$ cat src/rtl/rv32_pkg.sv
// ============================================================================
// Module   : rv32_pkg
// Brief    : Shared RV32I definitions: opcodes, NOP encoding, fetch states.
// Revision : 1.0
// ============================================================================
`default_nettype none

package rv32_pkg;

  localparam logic [6:0] OP_RTYPE  = 7'b0110011;
  localparam logic [6:0] OP_ITYPE  = 7'b0010011;
  localparam logic [6:0] OP_LOAD   = 7'b0000011;
  localparam logic [6:0] OP_STORE  = 7'b0100011;
  localparam logic [6:0] OP_BRANCH = 7'b1100011;
  localparam logic [6:0] OP_LUI    = 7'b0110111;
  localparam logic [6:0] OP_AUIPC  = 7'b0010111;
  localparam logic [6:0] OP_JAL    = 7'b1101111;
  localparam logic [6:0] OP_JALR   = 7'b1100111;

  localparam logic [31:0] NOP_INSTR = 32'h0000_0013;

  typedef enum logic [2:0] {
    ST_IDLE = 3'd0,
    ST_REQ  = 3'd1,
    ST_WAIT = 3'd2,
    ST_HOLD = 3'd3,
    ST_DROP = 3'd4
  } fetch_state_t;

endpackage

`default_nettype wire

$ cat src/rtl/instr_fetch_unit.sv
// ============================================================================
// Module   : instr_fetch_unit
// Brief    : RV32I fetch stage: PC, single-outstanding imem fetch, decode buffer.
// Revision : 1.0
// ============================================================================
`default_nettype none

module instr_fetch_unit
  import rv32_pkg::*;
#(
  parameter logic [31:0] RESET_PC = 32'h0000_0000
) (
  input  logic        clk,
  input  logic        rst_n,
  output logic        imem_req,
  output logic [31:0] imem_addr,
  input  logic        imem_ready,
  input  logic        imem_rvalid,
  input  logic [31:0] imem_rdata,
  input  logic        redirect_valid,
  input  logic [31:0] redirect_pc,
  output logic        id_valid,
  input  logic        id_ready,
  output logic [31:0] id_instr,
  output logic [31:0] id_pc,
  output logic [6:0]  id_opcode
);

  fetch_state_t r_state;
  fetch_state_t w_state_nxt;
  logic [31:0]  r_pc;
  logic [31:0]  w_pc_nxt;
  logic [31:0]  r_instr;
  logic [31:0]  r_id_pc;
  logic         w_load;
  logic [1:0]   w_unused_redirect_lsbs;

  assign w_unused_redirect_lsbs = redirect_pc[1:0];

  always_ff @(posedge clk or negedge rst_n) begin
    if (!rst_n) begin
      r_state <= ST_IDLE;
      r_pc    <= RESET_PC;
      r_instr <= NOP_INSTR;
      r_id_pc <= RESET_PC;
    end else begin
      r_state <= w_state_nxt;
      r_pc    <= w_pc_nxt;
      if (w_load) begin
        r_instr <= imem_rdata;
        r_id_pc <= r_pc;
      end
    end
  end

  // A redirect wins over every other event; the only thing that still matters
  // is whether the old request is left outstanding at the memory (-> DROP).
  always_comb begin
    w_state_nxt = r_state;
    w_pc_nxt    = r_pc;
    w_load      = 1'b0;
    if (redirect_valid) begin
      w_pc_nxt = {redirect_pc[31:2], 2'b00};
      case (r_state)
        ST_IDLE: w_state_nxt = ST_REQ;
        ST_REQ:  w_state_nxt = imem_ready  ? ST_DROP : ST_REQ;
        ST_WAIT: w_state_nxt = imem_rvalid ? ST_REQ  : ST_DROP;
        ST_HOLD: w_state_nxt = ST_REQ;
        ST_DROP: w_state_nxt = imem_rvalid ? ST_REQ  : ST_DROP;
        default: w_state_nxt = ST_IDLE;
      endcase
    end else begin
      case (r_state)
        ST_IDLE: w_state_nxt = ST_REQ;
        ST_REQ: begin
          if (imem_ready) w_state_nxt = ST_WAIT;
        end
        ST_WAIT: begin
          if (imem_rvalid) begin
            w_load      = 1'b1;
            w_state_nxt = ST_HOLD;
          end
        end
        ST_HOLD: begin
          if (id_ready) begin
            w_pc_nxt    = r_pc + 32'd4;
            w_state_nxt = ST_REQ;
          end
        end
        ST_DROP: begin
          if (imem_rvalid) w_state_nxt = ST_REQ;
        end
        default: w_state_nxt = ST_IDLE;
      endcase
    end
  end

  assign imem_req  = (r_state == ST_REQ);
  assign imem_addr = r_pc;
  assign id_valid  = (r_state == ST_HOLD);
  assign id_instr  = r_instr;
  assign id_pc     = r_id_pc;
  assign id_opcode = r_instr[6:0];

endmodule

`default_nettype wire
$ cat config.mk
export PLATFORM = sky130hd
export DESIGN_NAME = instr_fetch_unit
export DESIGN_NICKNAME = d
export VERILOG_FILES = /design/src/rtl/rv32_pkg.sv /design/src/rtl/instr_fetch_unit.sv
export SDC_FILE = /design/constraint.sdc
export NUM_CORES = 1
export LEC_CHECK = 0
export BUFFER_PORTS_ARGS = -buffer_cell sky130_fd_sc_hd__buf_2
export CORE_MARGIN = 10
export CORE_UTILIZATION = 40
export CTS_CLUSTER_DIAMETER = 40
export DETAILED_ROUTE_END_ITERATION = 8
export HOLD_SLACK_MARGIN = 0.02
export PLACE_DENSITY = 0.79
export SLEW_MARGIN = 30
export SYNTH_ARGS = -nofsm -noshare
export SYNTH_HDL_FRONTEND = slang
export SYNTH_SLANG_ARGS = --single-unit
$ cat constraint.sdc
create_clock -name clk -period 2.29 [get_ports clk]
set_input_delay 0.229 -clock clk [delete_from_list [all_inputs] [get_ports clk]]
set_output_delay 0.229 -clock clk [all_outputs]
set_load 0.02 [all_outputs]
==> run_results.csv <==
group,metric,value,unit
logic_synthesis,seq_area_frac_synth,54.1,%
die,rows,38,
global_route,grtUsageTotal,15.3,%
die,io_pins,175,
clock_network,cts_buffer_depth,2,
drt,first_iter_violations,187,
placed_design,finalWeightedCongestion,0.798,
setup_path,worstSetupEndpointType,"register",
drt,drc_errors,0,
logic_synthesis,synth_cell_types,41,
setup_path,crit_path_start_kind,"register",
logic_synthesis,synth_common_cells,"dfrtp_1 (92), mux2_2 (60), nand2_1 (24)",
logic_synthesis,netlist_area,4400,µm²
die,die_area,15600,µm²
layout,fill_cells,972,
pwr,leakage,2.70,nW
layout,seqCellArea,2380,µm²
placed_design,dpl.hpwl,9120,µm
setup_path,path_class,"reg -> reg",
timing,slew_headroom,63.8,%
clock_network,clkLatencyLatePin,360,ps
timing,tightest_slew,542,ps
outcome,status,"complete, no violations",
timing,fin_tns_setup,0,ps
drt,drt-total-wl,12000,µm
drt,dr.pass1.iters,4,
global_route,antenna_found_initial,1,
logic_synthesis,synth_warnings,0,
layout,nets,612,
clock_network,post_cts_buffers,0,
logic_synthesis,synth_area_leaders,"dfrtp_1 (52%), mux2_2 (15%), a31oi_1 (2.4%), or4_1 (2.4%), o21ai_0 (2.3%)",
timing,max_freq,483,MHz
logic_synthesis,synth_ff_type,"dfrtp_1",
logic_synthesis,yosys.area.top_type,"dfrtp_1",
logic_synthesis,synth_edf_count,0,
die,core,10800,µm²
setup_path,cp_slowest_cell,"dfrtp_1",
global_route,grt_pass1_wl,19700,µm
layout,area_growth,25.9,%
timing,slew_viol_final,0,
timing,finalHoldViolCount,0,
drt,route.vias.total,3576,
drt,ant_nets,0,
setup_path,critPathArrivalTime,2360,ps
logic_synthesis,synth.top_cell.area_share,52.3,%
drt,wl_per_cell,17.5,µm
timing,period_minus_slack,2070,ps
timing,skew,8.83,ps
placed_design,portBuffers,168,
logic_synthesis,synthCells,380,
layout,multiInputGateArea,1830,µm²
timing,whs,76.5,ps
min_path,min_path_type,"in -> reg",
logic_synthesis,syn_avg_cell_area,11.6,µm²
die,fp.dieH,125,µm
logic_synthesis,yosysMostFrequentCell,"dfrtp_1",
die,start_util,40.8,%
clock_network,h-tree-depth,3,
setup_path,critPathRequiredTime,2580,ps
timing,setup_viol,0,
clock_network,root_buffer,"clkbuf_8",
setup_path,cp_max_fo,14,
drt,routed_via_density,5.21,
clock_network,cts_tree,"built",
setup_path,cp_slowest_stage_delay,480,ps
die,dieWidth,125,µm
logic_synthesis,async_flop_share,100,%
timing,rsz0062_at_grt,"no",
layout,drive_above_1_share,47.6,%
setup_path,worstPathCellList,"ha_1 > and4_1 > nand4_1 > buf_4 > or4_1 > a31oi_1",
global_route,overflow,0,
clock_network,clkTransAtPathRegs,90,ps
global_route,grt_max_degree,96,
flow_run,drv_cap,0,
setup_path,path_delay_family,"simple AND/OR/NAND/NOR gates",
pwr,max-vdd-ir-drop,0.577,mV
clock_network,cts.sinks,95,
setup_path,critical_path_buf_inv_count,1,
logic_synthesis,yosys_register_bits,95,
global_route,grt_pass1_vias,3786,
timing,post-route-period-util,90.4,%
clock_network,cts_made_buffers,9,
pwr,power_density,1080,nW/µm²
placed cells by master (no fill, tap or decap), drive strengths merged, types with 6 or more instances in the layout:
master / netlist / routed
a31oi: 17 / 17
and3: 8 / 8
buf: 24 / 179
clkbuf: 9 / 12
dfrtp: 92 / 92
mux2: 60 / 60
nand2: 24 / 24
nand3: 14 / 14
nand4: 13 / 13
nor2: 21 / 21
o21ai: 20 / 20
o31ai: 13 / 13
or4: 14 / 14
xor2: 6 / 6
worst min-delay path, cell delays in order:
cell     delay [ps]
buf_2            70
nand2_1          40
nand3_1          60
repair_timing:
action,in CTS,in global routing
hold buffers,1,0
gates resized for setup,0,0
endpoints found under the hold margin,92,0
state kept, by name (all words and copies together), names as in the netlist:
register / cells
id_instr: 32
id_pc: 30
imem_addr: 30
r_state: 3
cells by family (layout without fill, tap and decap cells):
| family | count (synthesis) | count (layout) | synth area share [%] |
|---|---|---|---|
| buf+inv | 37 | 200 | 4.81 |
| xor+xnor | 9 | 9 | 1.79 |
| compound gates | 57 | 57 | 7.99 |
| other cells | 1 | 5 | 0.0852 |
| mux | 61 | 61 | 15.6 |
| simple gates | 119 | 119 | 15.3 |
| fa+ha+maj | 1 | 1 | 0.284 |
| flops | 95 | 95 | 54.1 |
metal layers:
metal	share of wire (%)	GRT usage [%]	vias to the layer above
li1	-	-	1705
met1	43	18.5	1727
met2	48	24.6	123
met3	7.3	5.40	21
met4	2.4	5.62	0
met5	0	0	-
cell type report:
cell class	instances	area share [%]
Clock buffer	12	2.44
Antenna cell	1	0.0452
Timing Repair Buffer	180	17.6
Multi-Input combinational cell	251	33.1
Inverter	4	0.271
Clock inverter	4	0.429
Sequential cell	95	43.0
Tap cell	140	3.16
power by group:
group / internal [mW] / total (mW) / switching, mW / leakage [nW]
clock network: 0.394 / 0.974 / 0.580 / 0.0841
logic: 0.953 / 2.40 / 1.45 / 1.44
registers: 2.26 / 2.62 / 0.359 / 1.17
total: 3.61 / 6.00 / 2.39 / 2.70
final timing paths:
| check | startpoint | end | slack, ps | cells after the start |
|---|---|---|---|---|
| worst max-delay path | imem_addr[3] | imem_addr[22] | 220 | 6 |
| worst min-delay path | redirect_pc[15] | imem_addr[15] | 80 | 3 |
| worst max register to register | imem_addr[3] | imem_addr[22] | 220 | 6 |
| worst min register to register | id_pc[13] | id_pc[13] | 480 | 2 |
| max in group asynchronous | rst_n | imem_addr[17] | 1400 | 3 |
| min in group asynchronous | rst_n | id_pc[24] | 430 | 3 |
metrics by stage:
stage	cell area, µm²	setup slack, ps	utilization [%]	instances	power (mW)
after floorplan	4410	357	-	383	4.19
after global placement	5370	290	49.7	669	5.01
after detailed placement	5370	255	49.7	669	5.11
after CTS	5530	224	51.3	686	6.09
after global routing	5540	90.9	51.3	687	6.39
final	5540	220	51.3	687	6.00
Power figures use the tool's default switching activity.
